`src/rtl/mem_access_stage_p.sv`:
```
// Pipeline MEM stage: byte-addressed data RAM with sub-word loads/stores,
// configurable wait states with a stall handshake, and an access fault flag.
module mem_access_stage_p #(
   parameter int unsigned ADDR_W        = 3,
   parameter int unsigned WAIT_STATES   = 0,
   parameter int unsigned RD_W          = 5,
   parameter int unsigned WB_W          = 2,
   parameter int unsigned INIT_IDENTITY = 1
) (
   input  logic            clk,
   input  logic            rst,
   input  logic            validIn,
   input  logic [WB_W-1:0] writeBackControlIn,
   input  logic [1:0]      memAccessControl,
   input  logic [1:0]      accessSize,
   input  logic            loadUnsigned,
   input  logic [31:0]     resultIn,
   input  logic [31:0]     writeData,
   input  logic [RD_W-1:0] rdIn,
   output logic            stall,
   output logic            validOut,
   output logic [WB_W-1:0] writeBackControlOut,
   output logic [31:0]     readData,
   output logic [31:0]     resultOut,
   output logic [RD_W-1:0] rdOut,
   output logic            fault
);

   localparam int unsigned DEPTH    = 2 ** ADDR_W;
   localparam logic [3:0]  WAIT_CNT = 4'(WAIT_STATES);
   localparam bit          HAS_WAIT = (WAIT_STATES != 0);

   typedef enum logic {S_IDLE, S_WAIT} state_t;

   state_t              state_q, state_d;
   logic [3:0]          cnt_q, cnt_d;
   logic                commit;

   logic                mem_read, mem_write, mem_op;
   logic [ADDR_W-1:0]   word_idx;
   logic [1:0]          lane;
   logic                range_bad, size_bad;
   logic                access_fault, access_ok;

   logic [31:0]         ram_word [DEPTH];
   logic [31:0]         old_word, ram_wdata, load_val;
   logic [7:0]          byte_val;
   logic [15:0]         half_val;
   logic                ram_we;

   logic                valid_d, fault_d;
   logic [WB_W-1:0]     wb_d;
   logic [31:0]         rdata_d, result_d;
   logic [RD_W-1:0]     rd_d;

   assign mem_read  = memAccessControl[1];
   assign mem_write = memAccessControl[0];
   assign mem_op    = mem_read | mem_write;
   assign word_idx  = resultIn[ADDR_W+1:2];
   assign lane      = resultIn[1:0];
   assign range_bad = |resultIn[31:ADDR_W+2];

   // Alignment / size legality for the requested access
   always_comb begin
      size_bad = 1'b0;
      case (accessSize)
         2'b00:   size_bad = 1'b0;
         2'b01:   size_bad = lane[0];
         2'b10:   size_bad = (lane != 2'b00);
         default: size_bad = 1'b1;
      endcase
   end

   assign access_fault = validIn & mem_op & (range_bad | size_bad);
   assign access_ok    = validIn & mem_op & ~(range_bad | size_bad);

   // RAM words; initial contents set at time 0, untouched by rst
   for (genvar gi = 0; gi < DEPTH; gi++) begin : g_ram
      logic [31:0] word_q = (INIT_IDENTITY != 0) ? 32'(gi) : 32'd0;

      // Commit a store into this word
      always_ff @(negedge clk) begin
         if (!rst && ram_we && (word_idx == ADDR_W'(gi)))
            word_q <= ram_wdata;
      end

      assign ram_word[gi] = word_q;
   end

   assign old_word = ram_word[word_idx];
   assign byte_val = old_word[{lane, 3'b000} +: 8];
   assign half_val = old_word[{lane[1], 4'b0000} +: 16];

   // Load extraction with sign/zero extension
   always_comb begin
      load_val = old_word;
      case (accessSize)
         2'b00:   load_val = loadUnsigned ? {24'd0, byte_val} : {{24{byte_val[7]}}, byte_val};
         2'b01:   load_val = loadUnsigned ? {16'd0, half_val} : {{16{half_val[15]}}, half_val};
         default: load_val = old_word;
      endcase
   end

   // Store merge: replace only the addressed lanes
   always_comb begin
      ram_wdata = old_word;
      case (accessSize)
         2'b00:   ram_wdata[{lane, 3'b000} +: 8]    = writeData[7:0];
         2'b01:   ram_wdata[{lane[1], 4'b0000} +: 16] = writeData[15:0];
         default: ram_wdata = writeData;
      endcase
   end

   // Next-state, stall and commit decision
   always_comb begin
      state_d = state_q;
      cnt_d   = cnt_q;
      stall   = 1'b0;
      commit  = 1'b0;
      case (state_q)
         S_IDLE: begin
            if (access_ok && HAS_WAIT) begin
               stall   = 1'b1;
               state_d = S_WAIT;
               cnt_d   = WAIT_CNT;
            end else begin
               commit = 1'b1;
            end
         end
         S_WAIT: begin
            stall = (cnt_q != 4'd1);
            cnt_d = cnt_q - 4'd1;
            if (cnt_q == 4'd1) begin
               commit  = 1'b1;
               state_d = S_IDLE;
            end
         end
         default: state_d = S_IDLE;
      endcase
   end

   assign ram_we = commit & access_ok & mem_write;

   // Output bundle; bubbles and uncommitted cycles present all zeros
   always_comb begin
      valid_d  = commit & validIn;
      fault_d  = commit & access_fault;
      wb_d     = (commit && validIn && !access_fault) ? writeBackControlIn : '0;
      rdata_d  = (commit && access_ok && mem_read) ? load_val : 32'd0;
      result_d = commit ? resultIn : 32'd0;
      rd_d     = commit ? rdIn : '0;
   end

   // State register
   always_ff @(negedge clk) begin
      if (rst) begin
         state_q <= S_IDLE;
         cnt_q   <= 4'd0;
      end else begin
         state_q <= state_d;
         cnt_q   <= cnt_d;
      end
   end

   // Output registers
   always_ff @(negedge clk) begin
      if (rst) begin
         validOut            <= 1'b0;
         writeBackControlOut <= '0;
         readData            <= 32'd0;
         resultOut           <= 32'd0;
         rdOut               <= '0;
         fault               <= 1'b0;
      end else begin
         validOut            <= valid_d;
         writeBackControlOut <= wb_d;
         readData            <= rdata_d;
         resultOut           <= result_d;
         rdOut               <= rd_d;
         fault               <= fault_d;
      end
   end

endmodule

```
`config.mk`:
```
export PLATFORM = sky130hd
export DESIGN_NAME = mem_access_stage_p
export DESIGN_NICKNAME = d
export VERILOG_FILES = /design/src/rtl/mem_access_stage_p.sv
export SDC_FILE = /design/constraint.sdc
export NUM_CORES = 1
export LEC_CHECK = 0
export CORE_ASPECT_RATIO = 1.1
export CORE_MARGIN = 2
export CORE_UTILIZATION = 52
export DETAILED_ROUTE_END_ITERATION = 7
export HOLD_SLACK_MARGIN = 0.1
export PLACE_DENSITY = 0.75
export SLEW_MARGIN = 10
export SYNTH_ARGS = -nofsm -noshare
export SYNTH_HDL_FRONTEND = slang
export SYNTH_SLANG_ARGS = --single-unit
```
`constraint.sdc`:
```
create_clock -name clk -period 7.17 [get_ports clk]
set_input_delay 1.434 -clock clk [delete_from_list [all_inputs] [get_ports clk]]
set_output_delay 1.434 -clock clk [all_outputs]
set_load 0.1 [all_outputs]
```
Yosys cells after proc, flatten, opt, wreduce, memory -nomap -nowiden
Index checks and enable logic that the tools add are counted.
{ "totals": {"ff_bits": 334, "latchBits": 0, "ramBits": 0, "rom_bits": 0, "in_bits": 79, "out_inout_bits": 74, "elab_cells": 89, "n_memories": 0} }
{ "classes": {"addsub": 3, "n_mul": 0, "div_mod_pow": 0, "n_lt_le_gt_ge": 1, "n_eq_ne": 11, "shift": 6, "mux": 14, "bitwise": 15, "reduce_logical": 23} }
{ "op_table": {"columns": ["operator", "count"], "rows": [
  ["32-bit 2-to-1 mux", 4],
  ["32-bit one-hot mux with 2 select lines", 2],
  ["32-bit binary-select mux with 3-bit select", 1],
  ["32-bit bitwise mux", 2],
  ["16-bit by 7-bit variable shift with 32-bit output, first input constant", 1],
  ["8-bit by 7-bit variable shift with 32-bit output, first input constant", 1],
  ["16-bit by 7-bit indexed part select with 32-bit output", 1],
  ["32-bit by 6-bit indexed part select with 16-bit output", 1],
  ["32-bit by 6-bit indexed part select with 8-bit output", 1],
  ["8-bit by 7-bit indexed part select with 32-bit output", 1],
  ["27-bit OR reduction", 1],
  ["5-bit negation with 7-bit output", 2],
  ["1-bit logical AND", 13],
  ["3-bit == test, second input constant", 4],
  ["2-bit OR reduction", 4],
  ["1-bit AND", 7],
  ["3-bit by 2-bit == test with 1-bit output, second input constant", 2],
  ["1-bit inverter", 5],
  ["4-bit by 1-bit == test with 1-bit output, second input constant", 1],
  ["4-bit greater-or-equal comparator, second input constant", 1],
  ["4-bit by 1-bit inequality test with 1-bit output, second input constant", 1],
  ["3-bit inverter with 4-bit output", 1],
  ["4-bit by 1-bit subtractor with 4-bit output, second input constant", 1],
  ["3-bit by 1-bit == test with 1-bit output, second input constant", 1],
  ["other kinds (10)", 14]
]} }

Depth between registers and ports, before layout
{ "depth": {"ltp_word": 9, "ltp_mapped": 11, "mapped_depth_nobuf": 8} }

==> reports/qor.csv <==
stage,metric,value,unit
synthesis,synthArstFlopShare,0,
critical_path,end_kind,flop,
critical_path,worst_path_max_delay_cell,nor2_1,
critical_path,cpMostUsedCell,buf_4,
timing,slew_headroom,0.340,
synthesis,yosysWarnings,0,
power,ir_worst_vdd,0.155,mV
die,fp.coreArea,25400,um^2
placed_design,port_buffers,152,
die,ios,153,
global_route,grt_max_degree,43,
timing,tns,0,ns
detailed_routing,dr.pass1.iters,8,
critical_path,crit_family,buffers and inverters,
critical_path,worstPathMaxFanout,10,
die,die_h,173,um
cts,cts_buffer_depth,3,
cts,cts_setup_buffers,0,
critical_path,required,3.91,ns
detailed_routing,drt-total-wl,42700,um
die,die_area,27200,um^2
timing,drv_slew,0,
cts,clk_pin_slew,0.04,ns
critical_path,regToRegSetupSlack,4.91,ns
power,p_per_area,276,nW/um^2
detailed_routing,drt_iter0_drc,1582,
cells_and_area,drive_gt1_frac,0.252,
synthesis,synth_edf_count,256,
cells_and_area,multiInputGateArea,3970,um^2
synthesis,syn_area_per_cell,14.2,um^2
cts,clock_latency,0.62,ns
global_route,grt_pass1_vias,12142,
synthesis,syn_area,13500,um^2
critical_path,crit_arrival,3.87,ns
cells_and_area,mostFrequentLayoutCells,"354 x inv_1, 256 x edfxtp_1, 256 x buf_4",
detailed_routing,vias,11379,
die,die_w,158,um
die,start_util,0.531,
critical_path,start_kind,primary input,
synthesis,ys.flop_type,edfxtp_1,
synthesis,yosysUniqueCellTypes,66,
timing,tightestPinTransition,0.980,ns
cts,cts_root_buf,clkbuf_16,
cells_and_area,mostFrequentLayoutCell,inv_1,
run_status,status,"complete, no violations",
synthesis,synthTopCellsByArea,"edfxtp_1 57%, dfxtp_1 12%, mux2i_1 3.8%",
synthesis,syn_inst,949,
global_route,antenna_found_initial,0,
critical_path,cp.buffers_inverters,5,
global_route,grt_usage,0.312,
cells_and_area,seqCellArea,9250,um^2
placed_design,dp_hpwl,27400,um
flow_run,max_cap_violations,0,
detailed_routing,ant_nets,0,
critical_path,worstSetupPathType,in2reg,
critical_path,cp_slowest_stage_delay,0.52,ns
die,row_count,61,
power,power.leakage,0.00846,uW
synthesis,synth-seq-cells,334,
timing,skew,0.0527,ns
critical_path,cp_cell_sequence,clkdlybuf4s50_1 -> buf_4 -> nor2_1 -> buf_4 -> buf_4 -> nand2_1 -> o221ai_1 -> a21oi_1 -> a221oi_1 -> a221oi_1 -> buf_4,
min_path,hp-class,reg2reg,
detailed_routing,vias_per_cell,5.73,
placed_design,gp_congestion,0.916,
cells_and_area,nets,1700,
power,total_power,5290,uW
detailed_routing,drc_errors,0,
cts,cts_hold_buf,0,
cts,numClockSinks,334,
global_route,grt_first_pass_wirelength,63600,um
cts,numCtsBuffers,36,
timing,finalHoldViolCount,0,
synthesis,syn-num-nets,1034,
timing,rsz0062_at_grt,no,
cts,cts_resized,0,
detailed_routing,wl_per_cell,21.5,um
cells_and_area,n_antenna_cell,0,
synthesis,netlist.area_leader.share,0.570,
cts,htreeDepth,2,
cts,cts_tree,yes,
timing,setup_violations,0,
global_route,grt_overflow,0,
cells_and_area,syn_to_final_growth,42.1,%
synthesis,yosysSeqAreaShare,0.686,
cells_and_area,n_fill_cell,1526,
synthesis,yosys.area.top_type,edfxtp_1,
==> kinds of logic after synthesis <==
| group | after synthesis | synth area share |
|---|---|---|
| flip-flops | 334 | 0.686 |
| buffers and inverters | 77 | 0.0292 |
| multiplexers | 95 | 0.0863 |
| adder cells (fa/ha/maj) | 6 | 0.00556 |
| AO/OA/AOI/OAI | 221 | 0.112 |
| AND/OR/NAND/NOR | 213 | 0.0793 |
| XOR/XNOR | 3 | 0.00195 |
==> where the power goes <==
group          internal [uW]  switching (uW)  total, uW
Combinational            209             337        547
Sequential              2130            3.09       2130
Clock                   1290            1320       2610
Total                   3630            1660       5290
==> metal layers <==
metal,vias to the layer above,share of wire,track usage
met5,-,0,0
met4,0,0.053,0.214
met3,172,0.12,0.107
met2,893,0.47,0.484
met1,5323,0.35,0.363
li1,4991,-,-
==> final timing paths <==
check,start,to,cells past startpoint
max,resultIn[4],g_ram[2].word_q[26],11
min,cnt_q[1],cnt_q[1],2
max reg2reg,g_ram[0].word_q[13],g_ram[6].word_q[13],6
min reg2reg,cnt_q[1],cnt_q[1],2
==> worst register-to-register path: stages, from the launching register on <==
cell and delay, ns:
edfxtp_1 0.32, mux2_2 0.15, o22ai_1 0.08, o21ai_0 0.29, and2_1 0.22, a22oi_1 0.07, o21ai_0 0.77
==> area by class of cell <==
class | instances | area share
Sequential cell | 334 | 0.482
Multi-Input combinational cell | 538 | 0.207
Clock inverter | 361 | 0.0786
Timing Repair Buffer | 350 | 0.158
Inverter | 21 | 0.00496
Clock buffer | 36 | 0.0470
Tap cell | 346 | 0.0226
==> Yosys cell counts, drive strengths merged (6+ instances only) <==
cell / instances
mux4: 14
or2: 8
nor2: 43
nand2b: 10
o22ai: 17
o21ai: 39
nor3: 10
dfxtp: 78
o221ai: 11
a22oi: 29
nand2: 69
inv: 21
nor4: 7
edfxtp: 256
ha: 6
buf: 32
clkbuf: 23
mux2i: 51
a221oi: 18
a31oi: 8
and2: 38
o211ai: 7
mux2: 30
a21oi: 53
nor2b: 7
==> state kept, by name, summed over array words and instances (netlist names) <==
name                 flops
cnt_q                    4
validOut                 1
writeBackControlOut      2
readData                32
rdOut                    5
resultOut               32
state_q                  1
g_ram.word_q           256
fault                    1
==> stage by stage <==
step	area (um^2)	hold slack (ns)	utilization	cells	setup slack, ns
after floorplan	13700	0.482	-	949	-0.408
after global placement	16800	0.497	0.660	1590	-0.416
after detailed placement	16800	0.528	0.660	1590	-0.409
after CTS	19200	0.546	0.754	1986	0.144
after global routing	19200	0.561	0.754	1986	0.00873
final	19200	0.548	0.754	1986	0.0350
(Power assumes the default switching activity.)
